[src/rtl/conv33_window_gen.sv]
// rtl/conv33_window_gen.sv - raster pixel stream to 3x3 sliding window generator
//
// Purpose: turns a row-major pixel stream (one pixel per beat) into 3x3
// "valid" convolution windows, (IMG_WIDTH-2)*(IMG_HEIGHT-2) per frame.
// Ports:
//   clk, rst                : clock (rising edge), asynchronous active-low reset
//   pix_valid/pix_ready     : input pixel handshake, pix_data carries the pixel
//   out_valid/out_ready     : output window handshake
//   data_out_R_C            : window element, R=0 oldest row, C=0 oldest column
//   frame_done              : one-cycle pulse after the last pixel of a frame

module conv33_window_gen #(
    parameter int DATA_WIDTH = 8,
    parameter int IMG_WIDTH  = 28,
    parameter int IMG_HEIGHT = 28
) (
    input  logic                  clk,
    input  logic                  rst,
    input  logic                  pix_valid,
    output logic                  pix_ready,
    input  logic [DATA_WIDTH-1:0] pix_data,
    output logic                  out_valid,
    input  logic                  out_ready,
    output logic [DATA_WIDTH-1:0] data_out_0_0,
    output logic [DATA_WIDTH-1:0] data_out_0_1,
    output logic [DATA_WIDTH-1:0] data_out_0_2,
    output logic [DATA_WIDTH-1:0] data_out_1_0,
    output logic [DATA_WIDTH-1:0] data_out_1_1,
    output logic [DATA_WIDTH-1:0] data_out_1_2,
    output logic [DATA_WIDTH-1:0] data_out_2_0,
    output logic [DATA_WIDTH-1:0] data_out_2_1,
    output logic [DATA_WIDTH-1:0] data_out_2_2,
    output logic                  frame_done
);

    localparam int CW = (IMG_WIDTH  > 1) ? $clog2(IMG_WIDTH)  : 1;
    localparam int RW = (IMG_HEIGHT > 1) ? $clog2(IMG_HEIGHT) : 1;

    localparam logic [CW-1:0] COL_LAST = CW'(IMG_WIDTH - 1);
    localparam logic [RW-1:0] ROW_LAST = RW'(IMG_HEIGHT - 1);
    localparam logic [CW-1:0] COL_TWO  = CW'(2);
    localparam logic [RW-1:0] ROW_TWO  = RW'(2);

    logic [CW-1:0] col;
    logic [RW-1:0] row;

    // linebuf0 holds the previous row, linebuf1 the row before that
    logic [DATA_WIDTH-1:0] linebuf0 [IMG_WIDTH];
    logic [DATA_WIDTH-1:0] linebuf1 [IMG_WIDTH];

    logic [DATA_WIDTH-1:0] win [3][3];

    logic out_valid_r;
    logic frame_done_r;
    logic pix_acc;
    logic win_load;
    logic col_wrap;
    logic at_last;

    // A held window blocks input: accepting a pixel would shift the window.
    assign pix_ready = !out_valid_r || out_ready;
    assign pix_acc   = pix_valid && pix_ready;
    assign col_wrap  = (col == COL_LAST);
    assign at_last   = col_wrap && (row == ROW_LAST);
    // c>=2 guarantees the two older window columns were shifted in this row.
    assign win_load  = pix_acc && (row >= ROW_TWO) && (col >= COL_TWO);

    always_ff @(posedge clk or negedge rst) begin
        if (!rst) begin
            col          <= '0;
            row          <= '0;
            out_valid_r  <= 1'b0;
            frame_done_r <= 1'b0;
            for (int r = 0; r < 3; r++) begin
                for (int c = 0; c < 3; c++) begin
                    win[r][c] <= '0;
                end
            end
        end else begin
            frame_done_r <= pix_acc && at_last;

            if (pix_acc) begin
                for (int r = 0; r < 3; r++) begin
                    win[r][0] <= win[r][1];
                    win[r][1] <= win[r][2];
                end
                win[0][2] <= linebuf1[col];
                win[1][2] <= linebuf0[col];
                win[2][2] <= pix_data;

                if (col_wrap) begin
                    col <= '0;
                    row <= (row == ROW_LAST) ? '0 : row + 1'b1;
                end else begin
                    col <= col + 1'b1;
                end
            end

            if (win_load) begin
                out_valid_r <= 1'b1;
            end else if (out_ready) begin
                out_valid_r <= 1'b0;
            end
        end
    end

    // Line buffers carry no reset: rows 0-1 never produce windows, so their
    // power-up contents are never observed.
    always_ff @(posedge clk) begin
        if (pix_acc) begin
            linebuf1[col] <= linebuf0[col];
            linebuf0[col] <= pix_data;
        end
    end

    assign out_valid    = out_valid_r;
    assign frame_done   = frame_done_r;
    assign data_out_0_0 = win[0][0];
    assign data_out_0_1 = win[0][1];
    assign data_out_0_2 = win[0][2];
    assign data_out_1_0 = win[1][0];
    assign data_out_1_1 = win[1][1];
    assign data_out_1_2 = win[1][2];
    assign data_out_2_0 = win[2][0];
    assign data_out_2_1 = win[2][1];
    assign data_out_2_2 = win[2][2];

endmodule

[config.mk]
export PLATFORM = sky130hd
export DESIGN_NAME = conv33_window_gen
export DESIGN_NICKNAME = d
export VERILOG_FILES = /design/src/rtl/conv33_window_gen.sv
export SDC_FILE = /design/constraint.sdc
export NUM_CORES = 1
export LEC_CHECK = 0
export CAP_MARGIN = 10
export CORE_MARGIN = 5
export CORE_UTILIZATION = 35
export DETAILED_ROUTE_END_ITERATION = 7
export GPL_ROUTABILITY_DRIVEN = 0
export GPL_TIMING_DRIVEN = 0
export PLACE_DENSITY_LB_ADDON = 0.3
export SLEW_MARGIN = 0
export SYNTH_ARGS = -nofsm -noshare
export SYNTH_HDL_FRONTEND = slang
export SYNTH_SLANG_ARGS = --single-unit
[constraint.sdc]
create_clock -name clk -period 7.4 [get_ports clk]
set_input_delay 1.11 -clock clk [delete_from_list [all_inputs] [get_ports clk]]
set_output_delay 1.11 -clock clk [all_outputs]
set_load 0.01 [all_outputs]
### Word level (Yosys, flattened, before mapping)

Memory sizes are Yosys's and may differ from the RTL's. A register that Yosys moved wholly into a read port is not among the register bits.
Index checks and enable logic that the tools add are counted.

| cells by class | value |
|---|---|
| add/sub/neg operators | 2 |
| $lt $le $gt $ge | 2 |
| equal/unequal tests | 2 |
| mux-type cells | 6 |
| reduce and logical (&&, ||, !) cells | 10 |

Operator list:

| kind | count |
|---|---|
| $add A5 B1 Y5 const B | 2 |
| $eq A5 B5 Y1 const B | 2 |
| $ge A5 B2 Y1 const B | 2 |
| $mux W5 | 2 |
| $logic_and A1 B1 Y1 | 5 |
| $mux W1 | 4 |
| $logic_not A1 Y1 | 2 |
| $reduce_and A2 Y1 | 1 |
| $reduce_bool A2 Y1 | 1 |
| $logic_or A1 B1 Y1 | 1 |

| word-level totals | value |
|---|---|
| register bits after elaboration | 76 |
| memory bits (writable) | 448 |
| input port bits | 12 |
| output and inout bits | 75 |
| word-level logic and storage cells | 36 |
| memories | 2 |

Memories:

| memory | words | bits a word | read ports | clocked after Yosys merged registers in | write ports | line | text |
|---|---|---|---|---|---|---|---|
| linebuf0 | 28 | 8 | 1 | 0 | 1 | 48 | `logic [DATA_WIDTH-1:0] linebuf0 [IMG_WIDTH];` |
| linebuf1 | 28 | 8 | 1 | 1 | 1 | 49 | `logic [DATA_WIDTH-1:0] linebuf1 [IMG_WIDTH];` |

### Longest topological paths before layout

Gate-level depths: netlist (run 1).

| depth | value |
|---|---|
| word-level depth | 6 |
| mapped depth | 8 |
| depth with buffers taken out | 5 |

### Worst setup path after synthesis (run 1)

Ideal clock, no wire load.

| timing | value |
|---|---|
| kind | input to register |
| start point | in out_ready |
| end point | mem linebuf0[10][0] (enable) |
| setup time | 0.409 ns |
| arrival time | 3.230 ns |
| data required time | 6.991 ns |
| path slack | 3.760 ns |
| stages on the path | 7 |
| path buffers | 3 |
| cell sequence | nand2b_1 clkbuf_1 and2_1 buf_2 buf_2 nand2_1 nor3_1 |

| between the ends | value |
|---|---|
| word-level cells in the longest chain between the ends | 4 |

Ends and longest elaborated chain:

| item | line | text |
|---|---|---|
| from (decl) | 23 | `input logic out_ready,` |
| $logic_or A1 B1 Y1 | 61 | `assign pix_ready = !out_valid_r \|\| out_ready;` |
| named net pix_ready | 20 | `output logic pix_ready,` |
| $logic_and A1 B1 Y1 | 62 | `assign pix_acc = pix_valid && pix_ready;` |
| $mux W1 | 110 | `if (pix_acc) begin` |
| $mux W1 (not written as such) | 112 | `linebuf0[col] <= pix_data;` |
| to (decl) | 48 |  |

The timed path passes the listed nets, and every way through them passes these cells.

### Worst setup path after layout (run 1)

| timing | value |
|---|---|
| start point | in out_ready |
| end point | mem linebuf1[17][7] (enable) |

| between the ends | value |
|---|---|
| word-level cells in the longest chain between the ends | 4 |

Ends and longest elaborated chain:

| item | line | text |
|---|---|---|
| $logic_or A1 B1 Y1 | 61 |  |
| $logic_and A1 B1 Y1 | 62 |  |
| $mux W1 | 110 |  |
| $mux W1 (not written as such) | 111 | `linebuf1[col] <= linebuf0[col];` |
| to (decl) | 49 |  |

No other way between the ends.

==> summary.txt, run 1 <==
Worst setup path
  • Max incr delay on CP: between 700 and 800 ps
  • Worst Setup Start Kind: primary input
  • Worst setup path class: in -> reg
  • Critical path arrival: 4110 ps
  • Cell repeated most along the worst path: buf_2
  • Required time at the worst-slack endpoint: just under 8000 ps
  • Slowest CP cell: nor2_2
  • Worst reg2reg path startpoint: col[0]
  • Critical-path cell list: clkdlybuf4s50_1, nand2b_1, clkbuf_1, and2_1, buf_2, buf_2, nand2_1, nor2_2, buf_8
  • CP endpoint kind: flop
  • CP max FO: 10
  • Reg2reg path depth: 7
  • Crit path from: out_ready

Floorplanning
  • Chip width: approximately 250 µm
  • Core ar.: just under 60000 µm²
  • Die area: 64170 µm²
  • Row cnt: 89
  • Die Span Y: 253.3 µm
  • Initial Util: 0.3524
  • Io pins: 87

GRT
  • First-pass GRT wire length: 79.59 mm
  • Vias in the first global route: 11600
  • Total track usage: 0.1688
  • Largest net degree at the start of global routing: 57
  • Overflow after GRT: 0
  • Initial antenna violation count: 2

Clock network
  • Clock slew at reported path FFs: about 60 ps
  • Post-CTS setup repair buffer count: 0
  • CTS Buf Count: 53
  • Hold-fix buffers, CTS: 0
  • Post_cts resized: 0
  • CTS Root Cell: clkbuf_16
  • Maximum root-to-sink buffer count: 3
  • CTS Sinks: ~530
  • Clock latency at the later pin of the worst-skew pair: 600 ps
  • CTS H-tree lvls: 2
  • TritonCTS clock tree: yes

Finish
  • Largest regs: linebuf0: 224 flops, linebuf1: 224 flops
  • Diode count: 0
  • Area growth, synth to finish: 20.22%
  • Area of the multi-input gates: 4807 µm²
  • Final net count: 1409
  • Share of cells above drive strength 1: 0.1678
  • Register area: 15550 µm²
  • Fill count: 5191

Timing
  • Fmax: roughly 260 MHz
  • Setup ws final: 3573 ps
  • Setup-failing EPs final: 0
  • Setup_tns: 0 ps
  • Final Hold Fails: 0
  • Tmin final: 3827 ps
  • Final period util: 0.5172
  • Worst slew pin tran: approximately 1200 ps
  • Slew HR: 0.1913
  • Final Max Slew Viols: 0
  • RSZ-0062 raised after global routing: false
  • Clock Skews: between 20 and 30 ps

Pwr
  • Maximum vdd ir drop: about 0.2 mV
  • Lkg Pwr: 0.008742 µW
  • Power per cell area: 419.2 nW/µm²

Synth
  • Avg Cell Area, Syn: 17.06 µm²
  • Yosys reg bits: 532
  • Yosys warns: 0
  • Post-synthesis mux area share: 0.1174
  • Synth Flop Type: edfxtp_1
  • Synthesized area: 20720 µm²
  • Compound-Gate Fraction of Synth Area: 0.04347
  • Async set or reset register ratio after synthesis: 0.1579
  • Mapped Nets: 1233
  • Largest family of logic cells by synthesized area: multiplexers
  • Simple-gate portion of the synthesized area: 0.06328
  • Post-synth EDFFs: roughly 450
  • Adder-cell share of the synthesized area: 0.003623
  • Xor/xnor share of the synthesized area: 0.0004227
  • Synth Instances: 1215
  • Synth cell types: 59
  • Post-synthesis sequential area ratio: 0.7506

Run
  • Maxcap violations: 0

Hold path
  • Hold path cells: 2
  • Worst hold path type: reg -> reg
  • Min-delay src: data_out_0_0[4]

Routing
  • Total number of vias: 11570
  • Drt total wl: 54.58 mm
  • Vias per cell: 5.239
  • Number of antenna-violating nets in the routed design: 0
  • DRC Markers: 0
  • Avg WL per Cell: 24.71 µm
  • Drt first pass iters: 5
  • Initial DRC count: 1336

Status
  • Status: complete, no violations

Placed design
  • Place WS: 3056 ps
  • Detailed placement HPWL: 37.00 mm
  • Port Buf Inserts: 86
## power breakdown
group          total (µW)  internal (µW)  switching [µW]
clock                2680           1570            1110
sequential           4420           4160             260
combinational        3350           1230            2120
## per-stage QoR
| stage | total power (µW) | util | instance area, µm² | hold WS [ps] | cells |
|---|---|---|---|---|---|
| finish | 10440 | 0.4237 | 24910 | 473.0 | 2209 |
| global route | 10900 | 0.4237 | 24910 | 504.8 | 2209 |
| CTS | 10520 | 0.4227 | 24860 | 477.1 | 2206 |
| detailed placement | 7842 | 0.3932 | 23120 | 463.2 | 2106 |
| global placement | 7688 | 0.3835 | 22550 | 460.6 | 2074 |
| floorplan | 6232 | - | 20720 | 474.1 | 1215 |
## worst max-delay path: cells and delay by family
kind / cells / cell delay, ps
and+or+nand+nor: 4 / 1340
buffers and inverters: 5 / 1640
## layout make-up
cell class / instances / area share
timing repair buffer: 121 / 0.05650
buffer: 64 / 0.01577
clock inverter: 26 / 0.008789
clock buffer: 74 / 0.06097
inverter: 12 / 0.001808
multi-input combinational: 607 / 0.1930
tap: 773 / 0.03882
sequential: 532 / 0.6244
## cells in the mapped netlist, types with 8 or more instances
library cell | count | share of area
mux4_1 | 8 | 0.010
inv_1 | 12 | 0.0022
mux2i_1 | 122 | 0.059
mux4_2 | 41 | 0.045
nor2_1 | 48 | 0.0087
nand3_1 | 22 | 0.0053
a21oi_1 | 8 | 0.0019
nand2_1 | 188 | 0.034
clkbuf_1 | 22 | 0.0040
edfxtp_1 | 448 | 0.65
dfrtp_1 | 84 | 0.10
o22ai_1 | 38 | 0.011
buf_6 | 9 | 0.0049
buf_4 | 12 | 0.0043
buf_2 | 18 | 0.0043
o21ai_0 | 10 | 0.0024
a22oi_1 | 22 | 0.0080
## kinds of logic (layout without fill, tap and decap cells)
logic type / after synthesis / after routing
adder cells (fa/ha/maj): 6 / 6
XOR/XNOR: 1 / 1
AO/OA/AOI/OAI: 121 / 121
buffers and inverters: 76 / 297
flip-flops: 532 / 532
AND/OR/NAND/NOR: 301 / 301
multiplexers: 178 / 178
## path summary, 6_finish.rpt
kind / to / slack (ps)
worst max-delay path: linebuf1[17][7] / 3570
worst min-delay path: data_out_0_0[4] / 470
worst max register to register: linebuf1[17][1] / 3710
worst min register to register: data_out_0_0[4] / 470
max in group asynchronous: data_out_1_1[4] / 6250
min in group asynchronous: col[3] / 500
## routing by layer
| metal | wire, µm | track usage | vias up |
|---|---|---|---|
| met5 | 0 | 0 | - |
| met4 | 1270 | 0.05075 | 0 |
| met3 | 4611 | 0.03431 | 70 |
| met2 | 26050 | 0.2745 | 453 |
| met1 | 22650 | 0.2311 | 5988 |
| li1 | - | - | 5061 |
## layout by cell type, fill, tap and decap left out, types with 10 or more instances in the layout
master	synthesis	routed
clkdlybuf4s50_1	0	85
buf_6	9	16
inv_1	12	12
mux2i_1	122	122
clkinv_1	0	12
mux4_2	41	41
o22ai_1	38	38
nand2_1	188	188
clkbuf_16	0	56
buf_8	0	24
nand3_1	22	22
dfrtp_1	84	84
a22oi_1	22	22
nor2_1	48	25
nor2_2	0	23
o21ai_0	10	10
buf_2	18	18
edfxtp_1	448	448
buf_4	12	13
clkbuf_1	22	35
Note: power is estimated with default switching activity, not from simulation.
==> run 2, diff against run 1 <==
==> constraint.sdc (replaced) <==
create_clock -name clk -period 3.3 [get_ports clk]
set_input_delay 0.495 -clock clk [delete_from_list [all_inputs] [get_ports clk]]
set_output_delay 0.495 -clock clk [all_outputs]
set_load 0.01 [all_outputs]
==> run 2 against run 1 <==
Sequential share of layout area down 0.13 points. Critical path type unchanged. Combinational power up 120%. Cell count about the same. Utilization up 0.089 points. Critical path depth unchanged.
==> summary.txt, run 2 (synthesis gave the netlist of run 1 again) <==
Status
  • Status: complete, no violations

Routing
  • Total number of vias: 11610 (+0.31%)
  • Initial DRC count: 1169 (-13%)
  • Avg WL per Cell: 24.73 µm (about the same)
  • DRC Markers: 0 (unchanged)
  • Vias per cell: 5.257 (+0.36%)
  • Number of antenna-violating nets in the routed design: 0 (unchanged)
  • Drt total wl: 54.61 mm (about the same)
  • Drt first pass iters: 6 (+1)

Worst setup path
  • Worst setup path class: in -> reg
  • Cell repeated most along the worst path: buf_2
  • Crit path max-delay family: buffers and inverters
  • Max incr delay on CP: 740 ps (about the same)
  • CP endpoint kind: flop
  • Critical-path cell list: clkdlybuf4s50_1, nand2b_1, clkbuf_1, and2_1, buf_2, buf_2, nand2_1, nor2_2, buf_8
  • Required time at the worst-slack endpoint: 3590 ps (-4100 ps)
  • Worst Setup Start Kind: primary input
  • Slowest CP cell: nor2_2
  • Critical path arrival: 3490 ps (-620 ps)
  • CP max FO: 10 (unchanged)
  • Worst path bufs/invs: 5 (unchanged)

Pwr
  • Comb power frac: 0.321 (about the same)
  • Clk pwr share: 0.257 (about the same)
  • Sequential power share: 0.422 (about the same)
  • P_int: 15540 µW (+120%)
  • Sw Ratio: 0.3357 (+0.001736)
  • Total net switching power: 7851 µW (+130%)
  • Lkg Pwr: 0.008768 µW (+0.30%)
  • Maximum vdd ir drop: 0.4509 mV (+130%)
  • Power per cell area: 936.8 nW/µm² (+120%)

Finish
  • Largest regs: linebuf0: 224 flops, linebuf1: 224 flops
  • Most frequent cells in the layout: edfxtp_1 (448), nand2_1 (188), mux2i_1 (122), clkdlybuf4s50_1 (85), dfrtp_1 (84)
  • Final net count: 1408 (-0.071%)
  • Fill count: 5185 (-0.12%)
  • Register area: 15550 µm² (unchanged)
  • Area of the multi-input gates: 4880 µm² (+1.5%)
  • Final core utilization: 0.4246 (+0.0008940)
  • Diode count: 0 (unchanged)
  • Area growth, synth to finish: 20.47%
  • Share of cells above drive strength 1: 0.1728 (+0.004995)
  • Most common cell after layout, fill and taps aside: edfxtp_1

Timing
  • Slew HR: 0.1785 (-0.01279)
  • Clock Skews: 23.76 ps (-2.056 ps)
  • Fmax: 312.3 MHz
  • Worst slew pin tran: 1228 ps (+18.72 ps)
  • Final Hold Fails: 0 (unchanged)
  • Setup-failing EPs final: 0 (unchanged)
  • Tmin final: 3202 ps
  • Setup ws final: 98.18 ps (-3475 ps)
  • Final period util: 0.9702
  • Final Max Slew Viols: 0 (unchanged)
  • RSZ-0062 raised after global routing: false

Clock network
  • Clock slew at reported path FFs: 60 ps (about the same)
  • Clock latency at the later pin of the worst-skew pair: 600 ps (about the same)
  • Maximum root-to-sink buffer count: 3 (unchanged)
  • CTS Buf Count: 53 (unchanged)
  • CTS H-tree lvls: 2 (unchanged)
  • CTS Root Cell: clkbuf_16
  • CTS Sinks: 532 (unchanged)
  • Post-CTS setup repair buffer count: 0 (unchanged)
  • TritonCTS clock tree: yes

Placed design
  • Detailed placement HPWL: 37.00 mm (unchanged)
  • Port Buf Inserts: 86 (unchanged)
  • Place WS: -526.3 ps (-3582 ps)

GRT
  • Vias in the first global route: 11640 (+0.30%)
  • Total track usage: 0.1690 (+0.0002204)
  • Initial antenna violation count: 2 (unchanged)
  • Largest net degree at the start of global routing: 57 (unchanged)
  • Overflow after GRT: 0 (unchanged)
  • First-pass GRT wire length: 79.74 mm (+0.19%)

Floorplanning
  • Io pins: 87 (unchanged)
  • Row cnt: 89 (unchanged)
  • Initial Util: 0.3524 (unchanged)
  • Core ar.: 58800 µm² (unchanged)
  • Die area: 64170 µm² (unchanged)
  • Die Span Y: 253.3 µm (unchanged)
  • Chip width: 253.3 µm (unchanged)

Hold path
  • Worst hold path type: in -> async

Run
  • Maxcap violations: 0 (unchanged)
==> run 2: power groups by stage <==
stage	clock network, µW	registers, µW	logic, µW
2_1_floorplan	0	9930	4050
3_3_place_gp	0	10100	7180
3_5_place_dp	0	10100	7500
4_1_cts	6120	9890	7590
5_1_grt	6410	9950	8060
6_report	6010	9870	7510
==> run 2: path summary, 6_finish.rpt <==
kind	from	to	slack (ps)	depth (start not counted)
min reg2reg	data_out_0_0[4]	data_out_0_0[4]	470	2
max reg2reg	out_valid	linebuf1[17][7]	120	8
max in group asynchronous	rst	data_out_1_1[4]	2230	3
min in group clk	data_out_0_0[4]	data_out_0_0[4]	470	2
max	out_ready	linebuf1[17][7]	100	9
min	rst	col[3]	420	2
==> run 2: what timing repair did <==
item | 4_1_cts | 5_1_grt
endpoints found under the hold margin | 28 | 0
hold buffers | 1 | 0
resized for setup | 9 | 4
endpoints found under the setup margin | 224 | 96
pin swaps | 0 | 0
==> run 2: layer usage <==
| layer | vias up | track usage | part of all wire |
|---|---|---|---|
| met1 | 6014 | 0.2313 | 0.42 |
| met3 | 81 | 0.03472 | 0.077 |
| met2 | 452 | 0.2739 | 0.47 |
| met4 | 0 | 0.05260 | 0.026 |
| met5 | - | 0 | 0 |
| li1 | 5061 | - | - |
==> run 2: area by class of cell <==
| type | instances | share of cell area |
|---|---|---|
| flip-flops and latches | 532 | 0.6231 |
| multi-input cells | 607 | 0.1955 |
| clock buffers | 74 | 0.06084 |
| repair buffers | 120 | 0.05558 |
| well taps | 773 | 0.03874 |
| plain buffers | 64 | 0.01574 |
| clock inverters | 26 | 0.008771 |
| inverters | 12 | 0.001804 |
==> run 2: worst register-to-register path, stage by stage (launching register included) <==
cell	delay, ps
dfrtp_1	380
nand2b_1	70
clkbuf_1	290
and2_1	170
buf_2	290
buf_2	360
nand2_1	350
nor2_2	750
buf_8	240
==> run 2: stage by stage <==
step / cells / TNS [ps] / cell area [µm²] / total power [µW] / hold WS [ps]
2_1_floorplan: 1215 / 0 / 20720 / 13980 / 199.4
3_3_place_gp: 2074 / -652740 / 22550 / 17240 / 460.6
3_5_place_dp: 2106 / -157240 / 23120 / 17580 / 463.2
4_1_cts: 2207 / 0 / 24910 / 23600 / 408.9
5_1_grt: 2208 / 0 / 24970 / 24420 / 470.1
6_report: 2208 / 0 / 24970 / 23390 / 420.9
==> run 3, diff against run 2 <==
--- a/config.mk
+++ b/config.mk
@@ -12,7 +12,7 @@
 export GPL_ROUTABILITY_DRIVEN = 0
 export GPL_TIMING_DRIVEN = 0
 export PLACE_DENSITY_LB_ADDON = 0.3
-export SLEW_MARGIN = 0
+export SLEW_MARGIN = 20
 export SYNTH_ARGS = -nofsm -noshare
 export SYNTH_HDL_FRONTEND = slang
 export SYNTH_SLANG_ARGS = --single-unit
==> run 3 against run 2 <==
Clock-buffer cell count is 1 lower. Flip-flop and latch count unchanged. Fmax decreased by 0.83%. Critical endpoint is now linebuf1[14][7]. Highest routed layer unchanged.
==> summary.txt, run 3 (synthesis gave the netlist of run 1 again) <==
Status
  • Status: complete, no violations

Clock network
  • CTS H-tree lvls: 2 (unchanged)
  • Maximum root-to-sink buffer count: 3 (unchanged)
  • TritonCTS clock tree: yes
  • Post-CTS setup repair buffer count: 0 (unchanged)
  • Clock latency at the later pin of the worst-skew pair: 600 ps (about the same)
  • CTS Buf Count: 53 (unchanged)
  • CTS Root Cell: clkbuf_16
  • CTS Sinks: 532 (unchanged)
  • Clock slew at reported path FFs: 60 ps (about the same)

Floorplanning
  • Io pins: 87 (unchanged)
  • Die area: 64170 µm² (unchanged)
  • Initial Util: 0.3524 (unchanged)
  • Chip width: 253.3 µm (unchanged)
  • Core ar.: 58800 µm² (unchanged)
  • Die Span Y: 253.3 µm (unchanged)
  • Row cnt: 89 (unchanged)

Worst setup path
  • R2r endpoint: linebuf1[14][7]
  • Required time at the worst-slack endpoint: 3600 ps (about the same)
  • Worst R2R Setup Slack: 70 ps (-50 ps)
  • Worst setup path class: reg -> reg
  • Critical path arrival: 3530 ps (+40 ps)
  • Critical Path End: linebuf1[14][7]
  • Worst Setup Start Kind: flop
  • Worst reg2reg path startpoint: col[2]
  • CP max FO: 10 (unchanged)
  • Reg2reg path depth: 6 (-2)
  • CP endpoint kind: flop
  • Crit path from: col[2]

Routing
  • Drt first pass iters: 5 (-1)
  • Number of antenna-violating nets in the routed design: 0 (unchanged)
  • Vias per cell: 5.233 (-0.46%)
  • Total number of vias: 11480 (-1.1%)
  • Drt total wl: 54.51 mm (-0.17%)
  • Avg WL per Cell: 24.86 µm (+0.51%)
  • Initial DRC count: 1259 (+7.7%)
  • DRC Markers: 0 (unchanged)

Timing
  • Final Hold Fails: 0 (unchanged)
  • Fmax: 309.7 MHz (-0.83%)
  • RSZ-0062 raised after global routing: false
  • Worst slew pin tran: 1128 ps (-99.99 ps)
  • Final Max Slew Viols: 0 (unchanged)
  • Clock Skews: 27.20 ps (+3.443 ps)
  • Slew HR: 0.2454 (+0.06687)
  • Tmin final: 3229 ps (+26.92 ps)
  • Setup-failing EPs final: 0 (unchanged)
  • Final period util: 0.9784 (+0.008158)

Finish
  • Final Non-Filler Cells: 2193 (-0.68%)
  • Area growth, synth to finish: 19.13%
  • Final core utilization: 0.4199 (-0.004745)
  • Register area: 15550 µm² (unchanged)
  • Final net count: 1395 (-0.92%)
  • Fill count: 5237 (+1.0%)
  • Share of cells above drive strength 1: 0.1648 (-0.008034)
  • Diode count: 0 (unchanged)
  • Largest regs: linebuf0: 224 flops, linebuf1: 224 flops
  • Most common cell after layout, fill and taps aside: edfxtp_1
  • Area of the multi-input gates: 4938 µm² (+1.2%)
  • Most frequent cells in the layout: edfxtp_1 (448), nand2_1 (188), mux2i_1 (122), dfrtp_1 (84), clkdlybuf4s50_1 (80)

GRT
  • Overflow after GRT: 0 (unchanged)
  • Vias in the first global route: 11490 (-1.3%)
  • Largest net degree at the start of global routing: 57 (unchanged)
  • Initial antenna violation count: 1 (-1)
  • Total track usage: 0.1679 (-0.001135)
  • First-pass GRT wire length: 79.01 mm (-0.92%)

Pwr
  • PnR Total Power: 23230 µW (-0.67%)
  • Power per cell area: 941.0 nW/µm² (+0.45%)
  • Maximum vdd ir drop: 0.4354 mV (-3.4%)
  • Lkg Pwr: 0.008624 µW (-1.6%)

Hold path
  • Worst hold path type: in -> async

Run
  • Maxcap violations: 0 (unchanged)

Placed design
  • Placed instance count: 2094 (-0.57%)
  • Detailed placement HPWL: 35.99 mm (-2.7%)
  • Port Buf Inserts: 86 (unchanged)
==> run 3: through the flow <==
stage                     hold slack [ps]  worst slack [ps]  instance area [µm²]  TNS [ps]
after global placement              460.6             -1955                22550   -652740
final                               367.0             71.26                24690         0
after detailed placement            419.1            -462.2                22980   -145700
after CTS                           354.1             37.00                24690         0
after floorplan                     199.4             275.4                20720         0
after global routing                406.3             11.15                24690         0
==> run 3: worst min-delay path by stage <==
| stage | startpoint | end | cells after the start |
|---|---|---|---|
| after global routing | rst | col[4] | 2 |
| after CTS | rst | col[4] | 2 |
| after floorplan | rst | col[0] | 0 |
| after global placement | data_out_0_0[4] | data_out_0_0[4] | 2 |
| after detailed placement | rst | out_valid | 1 |
| final | rst | col[4] | 2 |
==> run 3: final cells by class <==
class | count | area share
clock inverter | 25 | 0.007501
sequential | 532 | 0.6301
clock buffer | 73 | 0.06011
multi-input combinational | 607 | 0.2001
timing repair buffer | 107 | 0.04531
inverter | 12 | 0.001825
buffer | 64 | 0.01591
tap | 773 | 0.03918
==> run 3: report_power, final <==
group | switching, µW | internal (µW) | total (µW)
combinational | 4830 | 2690 | 7530
sequential | 586 | 9290 | 9870
clock | 2470 | 3360 | 5830
==> run 3: metal layers <==
metal  up-vias  global-route usage  routed length, µm
met5         -                   0                  0
met4         0             0.05214               1450
met3        93             0.02671               3650
met2       402              0.2695              25870
met1      5954              0.2372              23540
li1       5027                   -                  -
==> run 3: what timing repair did <==
| action | 4_1_cts | 5_1_grt |
|---|---|---|
| setup endpoints to repair | 140 | 148 |
| endpoints found under the hold margin | 28 | 0 |
| hold buffers | 1 | 0 |
| gates resized for setup | 6 | 4 |
==> run 3: critical path, stage by stage (launching register included) <==
cell      delay [ps]
dfrtp_1          430
buf_2            310
buf_2            370
clkbuf_1         570
nand2_1          390
nor2_2           610
buf_8            240
